$ cat config.mk
export PLATFORM = sky130hd
export DESIGN_NAME = mem_bus_arbiter
export DESIGN_NICKNAME = d
export VERILOG_FILES = /design/src/rtl/mem_bus_arbiter.sv
export SDC_FILE = /design/constraint.sdc
export NUM_CORES = 1
export LEC_CHECK = 0
export CAP_MARGIN = 20
export CELL_PAD_IN_SITES_DETAIL_PLACEMENT = 0
export CELL_PAD_IN_SITES_GLOBAL_PLACEMENT = 1
export CORE_AREA = 2 2 120 122
export DETAILED_ROUTE_END_ITERATION = 12
export DIE_AREA = 0 0 122 124
export DONT_BUFFER_PORTS = 1
export PLACE_DENSITY_LB_ADDON = 0.1
export SETUP_SLACK_MARGIN = 0.2
export SYNTH_ARGS = -nofsm -noshare
export SYNTH_HDL_FRONTEND = slang
export SYNTH_SLANG_ARGS = --single-unit
$ cat constraint.sdc
create_clock -name clk -period 8.38 [get_ports clk]
set_input_delay 0.838 -clock clk [delete_from_list [all_inputs] [get_ports clk]]
set_output_delay 0.838 -clock clk [all_outputs]
set_load 0.02 [all_outputs]
$ cat src/rtl/mem_bus_arbiter.sv
// Round-robin arbiter sharing one picorv32-style native memory port between two masters.
// Slave-side request and master-side responses are registered; a watchdog ends stalled accesses.
module mem_bus_arbiter #(
  parameter int          ADDR_W         = 32,
  parameter int          TIMEOUT_CYCLES = 256,
  parameter logic [31:0] ERR_DATA       = 32'hDEAD_BEEF
) (
  input  logic              clk,
  input  logic              reset,
  input  logic              m0_valid,
  input  logic [ADDR_W-1:0] m0_addr,
  input  logic [31:0]       m0_wdata,
  input  logic [3:0]        m0_wstrb,
  output logic              m0_ready,
  output logic [31:0]       m0_rdata,
  input  logic              m1_valid,
  input  logic [ADDR_W-1:0] m1_addr,
  input  logic [31:0]       m1_wdata,
  input  logic [3:0]        m1_wstrb,
  output logic              m1_ready,
  output logic [31:0]       m1_rdata,
  output logic              s_valid,
  output logic [ADDR_W-1:0] s_addr,
  output logic [31:0]       s_wdata,
  output logic [3:0]        s_wstrb,
  input  logic              s_ready,
  input  logic [31:0]       s_rdata,
  output logic              grant,
  output logic              timeout_err
);

  localparam int CNT_W = (TIMEOUT_CYCLES > 0) ? $clog2(TIMEOUT_CYCLES + 1) : 1;
  localparam logic [CNT_W-1:0] CNT_LAST =
    (TIMEOUT_CYCLES > 0) ? CNT_W'(TIMEOUT_CYCLES - 1) : '0;

  localparam logic [1:0] ST_IDLE = 2'd0;
  localparam logic [1:0] ST_BUSY = 2'd1;
  localparam logic [1:0] ST_RESP = 2'd2;

  logic [1:0]        state_q, state_d;
  logic              grant_q, grant_d;
  logic [CNT_W-1:0]  cnt_q, cnt_d;
  logic              s_valid_q, s_valid_d;
  logic [ADDR_W-1:0] s_addr_q, s_addr_d;
  logic [31:0]       s_wdata_q, s_wdata_d;
  logic [3:0]        s_wstrb_q, s_wstrb_d;
  logic              m0_ready_q, m0_ready_d;
  logic              m1_ready_q, m1_ready_d;
  logic [31:0]       m0_rdata_q, m0_rdata_d;
  logic [31:0]       m1_rdata_q, m1_rdata_d;
  logic              tout_q, tout_d;
  logic              pick;
  logic              wd_fire;

  always_comb begin
    state_d    = state_q;
    grant_d    = grant_q;
    cnt_d      = cnt_q;
    s_valid_d  = s_valid_q;
    s_addr_d   = s_addr_q;
    s_wdata_d  = s_wdata_q;
    s_wstrb_d  = s_wstrb_q;
    m0_ready_d = 1'b0;
    m1_ready_d = 1'b0;
    m0_rdata_d = m0_rdata_q;
    m1_rdata_d = m1_rdata_q;
    tout_d     = 1'b0;
    pick       = grant_q;
    // s_ready has priority over the watchdog when both land in the same cycle
    wd_fire    = (TIMEOUT_CYCLES != 0) && (cnt_q == CNT_LAST) && !s_ready;

    case (state_q)
      ST_IDLE: begin
        if (m0_valid || m1_valid) begin
          if (m0_valid && m1_valid) pick = ~grant_q;
          else                      pick = m1_valid;
          grant_d   = pick;
          cnt_d     = '0;
          s_valid_d = 1'b1;
          s_addr_d  = pick ? m1_addr  : m0_addr;
          s_wdata_d = pick ? m1_wdata : m0_wdata;
          s_wstrb_d = pick ? m1_wstrb : m0_wstrb;
          state_d   = ST_BUSY;
        end
      end
      ST_BUSY: begin
        cnt_d = cnt_q + 1'b1;
        if (s_ready || wd_fire) begin
          s_valid_d = 1'b0;
          tout_d    = !s_ready;
          state_d   = ST_RESP;
          if (grant_q) begin
            m1_ready_d = 1'b1;
            m1_rdata_d = s_ready ? s_rdata : ERR_DATA;
          end else begin
            m0_ready_d = 1'b1;
            m0_rdata_d = s_ready ? s_rdata : ERR_DATA;
          end
        end
      end
      ST_RESP: state_d = ST_IDLE;
      default: state_d = ST_IDLE;
    endcase
  end

  always_ff @(posedge clk or posedge reset) begin
    if (reset) begin
      state_q    <= ST_IDLE;
      grant_q    <= 1'b1;
      cnt_q      <= '0;
      s_valid_q  <= 1'b0;
      s_addr_q   <= '0;
      s_wdata_q  <= '0;
      s_wstrb_q  <= '0;
      m0_ready_q <= 1'b0;
      m1_ready_q <= 1'b0;
      m0_rdata_q <= '0;
      m1_rdata_q <= '0;
      tout_q     <= 1'b0;
    end else begin
      state_q    <= state_d;
      grant_q    <= grant_d;
      cnt_q      <= cnt_d;
      s_valid_q  <= s_valid_d;
      s_addr_q   <= s_addr_d;
      s_wdata_q  <= s_wdata_d;
      s_wstrb_q  <= s_wstrb_d;
      m0_ready_q <= m0_ready_d;
      m1_ready_q <= m1_ready_d;
      m0_rdata_q <= m0_rdata_d;
      m1_rdata_q <= m1_rdata_d;
      tout_q     <= tout_d;
    end
  end

  assign s_valid     = s_valid_q;
  assign s_addr      = s_addr_q;
  assign s_wdata     = s_wdata_q;
  assign s_wstrb     = s_wstrb_q;
  assign m0_ready    = m0_ready_q;
  assign m1_ready    = m1_ready_q;
  assign m0_rdata    = m0_rdata_q;
  assign m1_rdata    = m1_rdata_q;
  assign grant       = grant_q;
  assign timeout_err = tout_q;

endmodule

* After elaboration in Yosys (flattened, before gate mapping)
Cells that the tools add are included.
Cells by class: add/subtract/negate cells 1, reductions and logical operators 13, bitwise logic cells 1, mux-type cells 23, equality and inequality tests 4
Operator list (count):
- $mux 32 | 3
- $pmux 9 s2 | 1
- $mux 1 | 13
- $add 9x1->9 const B | 1
- $eq 9x8->1 const B | 1
- $mux 9 | 1
- $reduce_and 3->1 | 3
- $reduce_and 2->1 | 3
- $mux 2 | 2
- $mux 4 | 1
- $ne 2x2->1 const B | 2
- $pmux 2 s2 | 1
- $eq 2x1->1 const B | 1
- $logic_and 1x1->1 | 2
- $logic_not 2->1 | 1
- $logic_or 1x1->1 | 2
- $pmux 1 s2 | 1
- $reduce_bool 2->1 | 1
- $logic_not 1->1 | 1
- $not 1->1 | 1
Word-level totals: bits of input ports 173, register bits 148, output and inout bits 137

* Longest topological paths before layout
word-level depth 5, depth in mapped cells 10, mapped depth without buffers 8

* Worst setup path before layout
Ideal clock, no wire load.
kind register to register, start point register cnt_q[0], end point register m0_rdata_q[10], in the netlist m0_rdata[10], library setup time 0.133 ns, setup slack 6.488 ns, arrival time 1.759 ns, stages on the path, launching flop included 11, required time 8.247 ns, period minus slack after synthesis 1.892 ns, cells stage by stage dfrtp_1 -> ha_1 -> nand2_1 -> nor3_1 -> ha_1 -> nor2_1 -> or3_1 -> buf_6 -> buf_6 -> nand2_1 -> o21ai_0
On the way: longest elaborated chain between the ends 4
RTL lines:
- start: declaration | line 42 | logic [CNT_W-1:0] cnt_q, cnt_d;
- start signal: assignment | line 123 | cnt_q <= cnt_d;
- $eq 9x8->1 | line 70 | wd_fire = (TIMEOUT_CYCLES != 0) && (cnt_q == CNT_LAST) && !s_ready;
- $logic_and 1x1->1 | line 70
- $logic_or 1x1->1 | line 88 | if (s_ready || wd_fire) begin
- $reduce_and 3->1 (no source line)
- end signal: assignment | line 130 | m0_rdata_q <= m0_rdata_d;
- end: declaration | line 49 | logic [31:0] m0_rdata_q, m0_rdata_d;
No other way between the ends. A chain may end at the register's enable or synchronous reset.

* Worst setup path in the final report
start point register cnt_q[0], end point register m1_rdata_q[31], in the netlist m1_rdata[31]
On the way: longest elaborated chain between the ends 4
RTL lines:
- $eq 9x8->1 | line 70
- $logic_and 1x1->1 | line 70
- $logic_or 1x1->1 | line 88
- $reduce_and 3->1 (no source line)
- end signal: assignment | line 131 | m1_rdata_q <= m1_rdata_d;
- end: declaration | line 50 | logic [31:0] m1_rdata_q, m1_rdata_d;
No other way between the ends.

==> results.ini <==
[run_status]
status=finished, final reports clean

[clock_tree]
cts_tree=yes
cts_buffers=17
cts_root_buf=clkbuf_16
cts_num_sinks=148
path_clk_slew_ns=0.06
cts_hold_buf=0
clk_latency_ns=0.42
h-tree-depth=4
post_cts_buffers=0
clock_path_buffers=2
cts_resized=0

[timing]
setup_viol=0
hold_ws_ns=0.363
hold_violations=0
fin_tns_setup_ns=0
slew_headroom_pct=28.4
finClkSkew_ns=0.00861
fin_crit_ns=2.39
fin_crit_sh_pct=28.5
worst_pin_slew_ns=1.07
grt_setup_unrepaired=false
drv_slew=0
fmax_mhz=419

[drt]
avgRoutedWirePerCell_um=18.9
wirelength_mm=15.0
drc_errors=0
firstDrtPassIters=4
vias=4203
viasPerCell=5.31
first_iter_violations=151
ant_nets=0

[global_route]
grt_max_degree=84
grt.total_usage_pct=19.6
grt_first_pass_wirelength_mm=22.3
gr-total-overflow=0
antenna_found_initial=0
grt_pass1_vias=4095

[critical_path]
reg2reg_depth=9
required_ns=8.67
cpMaxStageDelayCell=nand3_2
end_kind=flop
cpPeakStageDelay_ns=0.45
critPathLaunch=cnt_q[0]
cp_cell_sequence=ha_1 > nand2_1 > nor3_1 > ha_1 > or2_2 > nand3_2 > buf_16 > nand2_1 > o21ai_0
r2r-start=cnt_q[0]
worst-setup-path-type=reg2reg
crit_fanout=35
cp.arrival_ns=2.67
start_kind=flop

[synth]
syn_avg_cell_area_um2=10.4
yosys.cell_types.count=32
netlist_instances=614
ys_warn_count=0
syn_nets=789
synth-seq-cells=148
synth_sequential_area_ratio_pct=58.2
netlist_area_um2=6360

[power_and_ir_drop]
p_leak_nw=3.20
power_mw=3.03
vdd_drop_max_mv=0.172
p_per_area_nw_per_um2=434

[finish]
post-route-util_pct=50.8
layout.nets=773
layout-drive-gt1-share_pct=7.20
area_growth_pct=9.60
antennaDiodeCount=0
fillers=1305

[worst_hold_path]
hold_path_class=in2async

[floorplanning]
boundaryPins=310
fp.dieH_um=124
start_util_pct=46.4
dieArea_um2=15100
fp-row-count=43
die_w_um=122
core_um2=13700

[placed_design]
place.gp.congestion=0.744
dpl.hpwl_mm=10.9
io_buffers=0

[run]
cap_violations=0

[synthesized netlist by cell type]
master    number  area share [%]
o211ai_1       1            0.12
buf_8          2            0.47
nor2_1         5            0.30
clkbuf_1      13            0.77
o31ai_1        2            0.24
o21ai_0      105             8.3
buf_6         11             1.9
and2b_1        1            0.12
mux2i_1       69              11
nor3_1         2            0.16
buf_4          2            0.24
ha_1           2            0.39
dfstp_2        1            0.41
a21boi_2       1            0.18
nand2_1      151             8.9
a31oi_1        3            0.30
clkbuf_2       1           0.079
nand3_1        6            0.47
inv_1          6            0.35
o21ai_1       37             2.9
nand2b_4       1            0.22
o21ai_2        1            0.14
dfrtp_1      147              58
buf_2         11            0.87
buf_12         1            0.31
or2_2          2            0.20
nor3b_1        1            0.12
or3_1          1           0.098
a21oi_1        1           0.079
nand4_1        2            0.20
nor2b_1       24             2.4
o21a_1         1            0.12
[power breakdown]
| part | internal (mW) | switching, mW |
|---|---|---|
| registers | 1.05 | 0.671 |
| clock network | 0.447 | 0.292 |
| logic | 0.221 | 0.349 |
[cells by family after synthesis]
| logic type | after synthesis | share of synthesized area [%] |
|---|---|---|
| AND/OR/NAND/NOR | 196 | 13.1 |
| flip-flops | 148 | 58.2 |
| AO/OA/AOI/OAI | 152 | 12.3 |
| adder cells (fa/ha/maj) | 2 | 0.393 |
| multiplexers | 69 | 10.9 |
| buffers and inverters | 47 | 5.04 |
[cell usage in the layout, fill, tap and decap left out, types with 3 or more instances in the layout]
cell type and instances:
nand2_1 151, dfrtp_1 147, o21ai_0 105, mux2i_1 69
o21ai_1 37, nor2b_1 24, clkbuf_16 17, inv_1 5
nand3_1 5, nor2_1 5, clkinvlp_4 5, buf_4 4
a31oi_1 3, clkbuf_1 3
[registers in the layout, indices dropped and copies added (netlist names)]
signal       count
s_addr          32
s_wdata         32
m1_ready         1
s_wstrb          4
s_valid          1
m0_rdata        32
state_q          2
m1_rdata        32
m0_ready         1
grant            1
cnt_q            9
timeout_err      1
[final timing paths]
path,to,slack [ns]
setup reg to reg,m1_rdata[31],5.99
hold reg to reg,cnt_q[7],0.50
min in group clk,grant,0.50
hold / removal,m0_rdata[25],0.36
max in group asynchronous,m0_rdata[7],6.55
setup / recovery,m1_rdata[31],5.99
[worst max-delay path, delay by kind of cell (launching register included)]
kind	cells	cell delay, ns
buffers and inverters	1	0.37
AOI/OAI and AO/OA	1	0.09
and+or+nand+nor	5	0.96
DFF	1	0.39
adders and majority gates	2	0.44
[per-stage QoR]
step	cell area (um^2)	std cells	worst slack [ns]
3_3_place_gp	6340	757	5.75
3_5_place_dp	6340	757	5.64
2_1_floorplan	6360	614	3.56
6_report	6970	791	5.99
4_1_cts	6920	789	5.61
5_1_grt	6970	791	5.69
[per-layer routing]
layer / GRT usage, % / vias to the layer above / wire length [um]
met2: 32.8 / 190 / 7560
met5: 0 / - / 0
li1: - / 2035 / -
met4: 7.61 / 0 / 232
met3: 7.55 / 16 / 1450
met1: 22.8 / 1962 / 5720
[cell type report]
type,count,area [um^2],area share [%]
Inverter,6,27.5,0.395
Clock inverter,11,129,1.85
Tap cell,180,225,3.23
Sequential cell,148,3700,53.1
Multi-Input combinational cell,419,2360,33.8
Timing Repair Buffer,6,77.6,1.11
Clock buffer,21,450,6.46
(Power assumes the default switching activity.)
